### src/rtl/pu_pkg.sv
// pu_pkg: shared widths, types and activation constants for the neuron processing unit
package pu_pkg;
    localparam int DATA_W = 5;
    localparam int FRAC_W = 3;
    localparam int PROD_W = 2 * DATA_W;
    localparam int SUM_W  = 2 * DATA_W + 2;
    localparam logic [DATA_W-1:0] OUT_MAX = 5'b01111;
    localparam logic [DATA_W-1:0] OUT_MIN = '0;
    typedef logic signed [DATA_W-1:0] data_t;
    typedef logic signed [PROD_W-1:0] prod_t;
    typedef logic signed [SUM_W-1:0]  sum_t;
    // Floor the full-precision sum to Q.3, then clamp into [0, OUT_MAX]
    function automatic logic [DATA_W-1:0] activate(input sum_t sum);
        sum_t s3;
        s3 = sum >>> FRAC_W;
        return s3[SUM_W-1] ? OUT_MIN :
               (s3 > sum_t'(OUT_MAX)) ? OUT_MAX : s3[DATA_W-1:0];
    endfunction
endpackage

### src/rtl/processing_unit_if.sv
// processing_unit_if: operand, enable and result bundle between controller and processing unit
interface processing_unit_if;
    import pu_pkg::*;
    data_t x0, x1, x2, x3;
    data_t w0, w1, w2, w3;
    logic mult_reg_en;
    logic add_reg_en;
    logic Zero_signal;
    logic [DATA_W-1:0] new_value;
    modport master (
        output x0, x1, x2, x3, w0, w1, w2, w3, mult_reg_en, add_reg_en,
        input  Zero_signal, new_value
    );
    modport slave (
        input  x0, x1, x2, x3, w0, w1, w2, w3, mult_reg_en, add_reg_en,
        output Zero_signal, new_value
    );
endinterface

### src/rtl/pu_mult_stage.sv
// pu_mult_stage: full-precision signed multiply with an enabled product register
module pu_mult_stage
    import pu_pkg::*;
(
    input  logic  clk,
    input  logic  rst_n,
    input  logic  en_i,
    input  data_t x_i,
    input  data_t w_i,
    output prod_t p_o
);
    prod_t p_q;
    prod_t p_d;
    assign p_d = prod_t'(x_i) * prod_t'(w_i);
    // Capture the product only on an enabled edge; async clear
    always_ff @(posedge clk or negedge rst_n) begin
        if (!rst_n)
            p_q <= '0;
        else if (en_i)
            p_q <= p_d;
    end
    assign p_o = p_q;
endmodule

### src/rtl/processing_unit.sv
// processing_unit: four-input neuron with registered products, registered sum and saturating ReLU
module processing_unit
    import pu_pkg::*;
(
    input  logic clk,
    input  logic rst_n,
    processing_unit_if.slave bus
);
    data_t x [4];
    data_t w [4];
    prod_t p [4];
    sum_t  sum_d;
    sum_t  sum_q;
    assign x[0] = bus.x0;
    assign x[1] = bus.x1;
    assign x[2] = bus.x2;
    assign x[3] = bus.x3;
    assign w[0] = bus.w0;
    assign w[1] = bus.w1;
    assign w[2] = bus.w2;
    assign w[3] = bus.w3;
    for (genvar i = 0; i < 4; i++) begin : g_mult
        pu_mult_stage u_mult (
            .clk   (clk),
            .rst_n (rst_n),
            .en_i  (bus.mult_reg_en),
            .x_i   (x[i]),
            .w_i   (w[i]),
            .p_o   (p[i])
        );
    end
    // Adder tree over the registered products; two guard bits make overflow impossible
    always_comb begin
        sum_d = sum_t'(p[0]) + sum_t'(p[1]) + sum_t'(p[2]) + sum_t'(p[3]);
    end
    // Sum register loads only when the controller enables it; async clear
    always_ff @(posedge clk or negedge rst_n) begin
        if (!rst_n)
            sum_q <= '0;
        else if (bus.add_reg_en)
            sum_q <= sum_d;
    end
    // Activation and zero flag follow the sum register combinationally
    always_comb begin
        bus.new_value   = activate(sum_q);
        bus.Zero_signal = (bus.new_value == OUT_MIN);
    end
endmodule

### src/flat_wrapper.sv
// flat-port wrapper written by rule: the top's interface ports become plain ports
module processing_unit_flat import pu_pkg::*;
  (clk, rst_n, bus_x0, bus_x1, bus_x2, bus_x3, bus_w0, bus_w1, bus_w2, bus_w3, bus_mult_reg_en, bus_add_reg_en, bus_Zero_signal, bus_new_value);
  processing_unit_if bus_i ();
  input  logic clk;
  input  logic rst_n;
  input wire logic [$bits(bus_i.x0)-1:0] bus_x0;
  input wire logic [$bits(bus_i.x1)-1:0] bus_x1;
  input wire logic [$bits(bus_i.x2)-1:0] bus_x2;
  input wire logic [$bits(bus_i.x3)-1:0] bus_x3;
  input wire logic [$bits(bus_i.w0)-1:0] bus_w0;
  input wire logic [$bits(bus_i.w1)-1:0] bus_w1;
  input wire logic [$bits(bus_i.w2)-1:0] bus_w2;
  input wire logic [$bits(bus_i.w3)-1:0] bus_w3;
  input wire logic [$bits(bus_i.mult_reg_en)-1:0] bus_mult_reg_en;
  input wire logic [$bits(bus_i.add_reg_en)-1:0] bus_add_reg_en;
  output wire logic [$bits(bus_i.Zero_signal)-1:0] bus_Zero_signal;
  output wire logic [$bits(bus_i.new_value)-1:0] bus_new_value;
  assign bus_i.x0 = bus_x0;
  assign bus_i.x1 = bus_x1;
  assign bus_i.x2 = bus_x2;
  assign bus_i.x3 = bus_x3;
  assign bus_i.w0 = bus_w0;
  assign bus_i.w1 = bus_w1;
  assign bus_i.w2 = bus_w2;
  assign bus_i.w3 = bus_w3;
  assign bus_i.mult_reg_en = bus_mult_reg_en;
  assign bus_i.add_reg_en = bus_add_reg_en;
  assign bus_Zero_signal = bus_i.Zero_signal;
  assign bus_new_value = bus_i.new_value;
  processing_unit u_core (.clk(clk), .rst_n(rst_n), .bus(bus_i));
endmodule
### config.mk
export PLATFORM = sky130hd
export DESIGN_NAME = processing_unit_flat
export DESIGN_NICKNAME = d
export VERILOG_FILES = /design/src/rtl/pu_pkg.sv /design/src/rtl/processing_unit_if.sv /design/src/rtl/pu_mult_stage.sv /design/src/rtl/processing_unit.sv /design/src/flat_wrapper.sv
export SDC_FILE = /design/constraint.sdc
export NUM_CORES = 1
export LEC_CHECK = 0
export ABC_CLOCK_PERIOD_IN_PS = 2930
export CAP_MARGIN = 20
export CORE_ASPECT_RATIO = 0.9
export CORE_MARGIN = 2
export CORE_UTILIZATION = 40
export DETAILED_ROUTE_END_ITERATION = 8
export GPL_TIMING_DRIVEN = 0
export HOLD_SLACK_MARGIN = 0.08
export SYNTH_ARGS = -nofsm -noshare
export SYNTH_HDL_FRONTEND = slang
export SYNTH_SLANG_ARGS = --single-unit
export TNS_END_PERCENT = 50
### constraint.sdc
create_clock -name clk -period 2.93 [get_ports clk]
set_input_delay 0.4395 -clock clk [delete_from_list [all_inputs] [get_ports clk]]
set_output_delay 0.4395 -clock clk [all_outputs]
set_load 0.1 [all_outputs]
; ---- Yosys cells after proc, flatten, opt, wreduce, memory -nomap -nowiden
; Index checks and enable logic that the tools add are counted.
; W data, S select, Z words.
[totals]
inputBits = 44
regBits = 52
output_inout_bits = 6
[op_classes]
n_mul = 4
muxes = 2
n_addsub = 3
reduce_logical = 1
magnitude_cmp = 1
[ops]
columns = op, count
row1 = $mul A5 B5 Y10, 4
row2 = $add A11 B10 Y12, 1
row3 = $add A12 B10 Y12, 1
row4 = $add A10 B10 Y11, 1
row5 = $mux W5, 2
row6 = $gt A9 B5 Y1 const B, 1
row7 = $logic_not A5 Y1, 1

; ---- Longest topological paths before layout
[logic_depth]
ltp_word = 4
depth_mapped = 14
depth_no_buf = 14

; ---- Modules after synthesis
; A second synthesis with hierarchy kept.
[hier_totals]
cells_unflattened = 671
hier_area_um2 = 6663.9
[modules_own_cells]
columns = module, area_each_um2, cells_per_inst, seq_area_each_um2, n_inst
row1 = pu_mult_stage at u_core.g_mult[0].u_mult ..., 1326.3, 130, 250.2, 2
row2 = processing_unit, 1360.1, 147, 225.2, 1
row3 = pu_mult_stage at u_core.g_mult[2].u_mult, 1330.0, 130, 250.2, 1
row4 = pu_mult_stage at u_core.g_mult[3].u_mult, 1321.3, 134, 250.2, 1

; ---- Worst setup path after synthesis
; OpenSTA, ideal clock, no wires.
[synth_timing]
kind = register to output
startpoint = register u_core.sum_q[10]
endpoint = output bus_Zero_signal
required_ns = 2.491
path_stages_with_launch = 5
path_buffers = 0
arrival_time_ns = 4.446
setup_slack_ns = -1.955
path_cell_list = dfrtp_1 or4_1 nor2_1 nor2_1 nor4_1
[synth_between]
elab_chain_len = 4
[synth_rtl]
columns = item, line_no
row1 = start: declaration, processing_unit.sv:13  ; sum_t sum_q;
row2 = start signal: assignment, processing_unit.sv:41  ; sum_q <= sum_d;
row3 = $gt A9 B5 Y1, pu_pkg.sv:17  ; (s3 > sum_t'(OUT_MAX)) ? OUT_MAX : s3[DATA_W-1:0];
row4 = $mux W5, pu_pkg.sv:17
row5 = $mux W5, pu_pkg.sv:16  ; return s3[SUM_W-1] ? OUT_MIN :
row6 = net bus_new_value[3], flat_wrapper.sv:18  ; output wire logic [$bits(bus_i.new_value)-1:0] bus_new_value;
row7 = $logic_not A5 Y1, processing_unit.sv:46  ; bus.Zero_signal = (bus.new_value == OUT_MIN);
row8 = end: declaration, flat_wrapper.sv:17  ; output wire logic [$bits(bus_i.Zero_signal)-1:0] bus_Zero_signal;
; The timed path passes the listed nets, and every way through them passes these cells.

; ---- Worst setup path after layout
[layout_timing]
startpoint = input bus_x2[2]
endpoint = register u_core.g_mult[2].u_mult.p_q[8]
[layout_between]
elab_chain_len = 1
[layout_rtl]
columns = item, line_no
row1 = start: declaration, flat_wrapper.sv:9  ; input wire logic [$bits(bus_i.x2)-1:0] bus_x2;
row2 = $mul A5 B5 Y10, pu_mult_stage.sv:14  ; assign p_d = prod_t'(x_i) * prod_t'(w_i);
row3 = end signal: assignment, pu_mult_stage.sv:20  ; p_q <= p_d;
row4 = end: declaration, pu_mult_stage.sv:12  ; prod_t p_q;
; Every way passes these cells.
; A chain may end at the register's enable or synchronous reset.

==> impl_metrics.toml <==
[status]
status = "finished with violations"
violations = "setup timing"

[floorplanning]
coreArea_um2 = 16100
ios = 50
die_area_um2 = 17500
floorplan.initialDensity = 0.407
core.rowCount = 44
die_width_um = 139
fp.dieH_um = 126

[clocking]
numCtsBuffers = 5
h-tree-depth = 2
cts_buffer_depth = 2
cts.sinks = 49
clock_latency_ps = 290
cts_tree = "yes"
root_buffer = "clkbuf_16"
path_clk_slew_ps = 60

[logic_synthesis]
ys_ff_latch = 49
yosys.area.top_type = "fa_1"
synth_xor_xnor_area_share = 0.0480
synth_most_common_cell = "inv_1"
avgSynthCellArea_um2 = 8.99
ys_async_sr_fraction = 1.00
synth_common_cells = "inv_1, fa_1, ha_1, and2_1, dfrtp_1"
ys_seq_area_frac = 0.187
synth_fa_ha_area_frac = 0.400
synthFlopType = "dfrtp_1"
synth.yosys.warnings = 0
yosysUniqueCellTypes = 39
syn_nets = 932
synthTopCellsByArea = "fa_1, dfrtp_1, ha_1"
yosys.area_share.simple = 0.159
synth-compound-area-share = 0.0859
synth_area_um2 = 6570
synthMuxAreaShare = 0.0137
synth_edf_count = 0
synth_top_family_by_area = "adder cells"
yosys.area.top_type_share = 0.268
syn-instance-count = 731

[power_and_ir_drop]
comb_power_share = 0.789
clockPowerShare = 0.085
p_seq_frac = 0.126
p_sw_frac = 0.463
power_density_nw_per_um2 = 1040
vdd_drop_max_uv = 1320
internal_power_uw = 4630
p_leak_uw = 0.00404
power.switching_uw = 4000

[critical_path]
cpMaxStageDelayCell = "fa_1"
cp_slowest_stage_delay_ps = 560
crit_chain = "buf_4 -> and2_1 -> fa_1 -> inv_2 -> fa_1 -> fa_1 -> inv_2 -> ha_4 -> a21o_1 -> a21oi_2 -> nor4b_1 -> or3_1"
worst_path_dominant_cell_family = "adder cells"
rr_startpoint = "u_core.g_mult[1].u_mult.p_o[2]$_DFFE_PN0P_"
r2r_setup_slack_ps = -160
reg2reg_to = "u_core.sum_q[6]$_DFFE_PN0P_"
crit_top_cell = "fa_1"
startpoint_type = "input port"
required_ps = 3100
worstRegToRegCells = 11
cp_num_buf_inv = 3
critPathKind = "in -> reg"
end_kind = "flip-flop"
arrival_ps = 3420
crit_fanout = 5

[cells_and_area]
fin_util = 0.513
post-route-cell-area_um2 = 8270
area_delta_synth_final_pct = 25.9
antenna_cells = 0
finalNetCount = 1019
layout-drive-gt1-share = 0.245

[sta]
fin_crit_sh = 1.11
setup_slack_ps = -327
finClkSkew_ps = 3.87
finalHoldViolations = 0
slew_viol_final = 0
setup_viol = 21
finalCriticalPeriod_ps = 3260
relSlewSlack = 0.352
max_freq_mhz = 307
worst_pin_slew_ps = 970
setup_tns_ps = -3210
holdWs_ps = 442
rsz0062_at_grt = "yes"

[min_path]
hold_depth = 3
min_path_type = "in -> reg"
min_from = "bus_w3[0]"
hold_end = "u_core.g_mult[3].u_mult.p_o[0]$_DFFE_PN0P_"

[detailed_routing]
via_per_inst = 4.83
drc = 0
drtPass1Iterations = 4
wl_per_cell_um = 13.4
ant_nets = 0
drt_iter0_drc = 229
dr_total_vias = 4952
wl_mm = 13.8

[grt]
grt_remaining_overflow = 0
grt_pass1_wl_mm = 24.4
grt_use_total = 0.169
grt_pass1_vias = 5292
antenna_found_initial = 0
grt_max_degree = 37

[flow_run]
maxCapViolCount = 0

[place]
place_area_um2 = 7640
gp_congestion = 0.817
numPortBuffers = 48
dp_hpwl_mm = 11.3
[per-stage QoR]
stage	instances	total power (uW)	worst slack, ps
after global routing	1026	9540	-424
after floorplan	731	6000	-332
final	1026	8630	-327
after global placement	986	7150	-1090
after CTS	1018	8320	-357
after detailed placement	987	7260	-1130
[logic make-up (layout without fill, tap and decap cells)]
family	Yosys count	after routing
fa+ha+maj	157	157
flops	49	49
other cells	1	1
mux	8	8
simple gates	197	197
buf+inv	186	274
compound gates	97	97
xor+xnor	36	36
[metal layers]
layer,global-route usage,vias up,part of all wire
li1,-,2443,-
met5,0,-,0
met2,0.283,52,0.49
met4,0.0202,0,0.0018
met3,0.0234,4,0.032
met1,0.243,2453,0.48
[how the worst max path moves through the flow]
stage	start	to	slack (ps)	cells after the start
final	bus_x2[2]	u_core.g_mult[2].u_mult.p_o[8]$_DFFE_PN0P_	-330	12
after detailed placement	bus_w2[4]	u_core.g_mult[2].u_mult.p_o[8]$_DFFE_PN0P_	-1130	13
after global placement	bus_w3[4]	u_core.g_mult[3].u_mult.p_o[8]$_DFFE_PN0P_	-1090	12
after floorplan	bus_x2[0]	u_core.g_mult[2].u_mult.p_o[8]$_DFFE_PN0P_	-330	11
after CTS	bus_w1[4]	u_core.g_mult[1].u_mult.p_o[8]$_DFFE_PN0P_	-360	12
after global routing	bus_x1[0]	u_core.g_mult[1].u_mult.p_o[8]$_DFFE_PN0P_	-420	12
[final cells by class]
class	instances	area, um^2
Fill cell	1526	7860
Clock inverter	3	65.1
Sequential cell	49	1230
Inverter	175	672
Timing Repair Buffer	80	699
Multi-Input combinational cell	496	5180
Buffer	11	45.0
Tap cell	207	259
Clock buffer	5	125
[tightest hold or removal path: stages]
cell     delay, ps
buf_4          110
nand3_1         70
o21ai_0         70
[repair_timing]
item | 4_1_cts | 5_1_grt
endpoints found under the setup margin | 34 | 29
pin swaps | 48 | 50
cloned | 0 | 0
hold buffers | 1 | 0
hold endpoints to repair | 13 | 0
buffers inserted | 22 | 9
gates resized for setup | 241 | 56
[layout by cell type, fill, tap and decap left out, types with 5 or more instances in the layout]
cell,netlist,layout
fa_2,0,5
inv_1,175,157
nor2_1,41,29
ha_4,0,14
inv_2,0,14
nor2_2,0,9
buf_6,0,12
buf_8,0,6
a21oi_2,0,8
a21oi_1,27,15
and2_4,0,5
xnor2_1,30,27
o21ai_1,0,13
o21ai_0,39,24
and2_1,60,55
buf_4,1,40
nand2_2,0,10
clkbuf_1,10,10
nand2b_4,0,8
xor2_1,6,5
nand3_1,15,15
or2_2,5,5
a21o_1,9,9
fa_1,88,83
nand2_1,38,28
a31oi_1,6,5
or3_1,7,6
dfrtp_1,49,49
mux2_2,8,6
clkbuf_16,0,5
buf_2,0,14
ha_1,69,52
[state kept, by name, summed over array words and instances (netlist names)]
signal	flops
u_core.g_mult.u_mult.p_o	40
u_core.sum_q	9
[power groups by stage]
stage	sequential, uW	combinational, uW	clock, uW
finish	1090	6810	735
CTS	1080	6480	749
detailed placement	1090	6170	0
global placement	1090	6070	0
global route	1120	7640	778
floorplan	1060	4940	0
(Power assumes the default switching activity.)
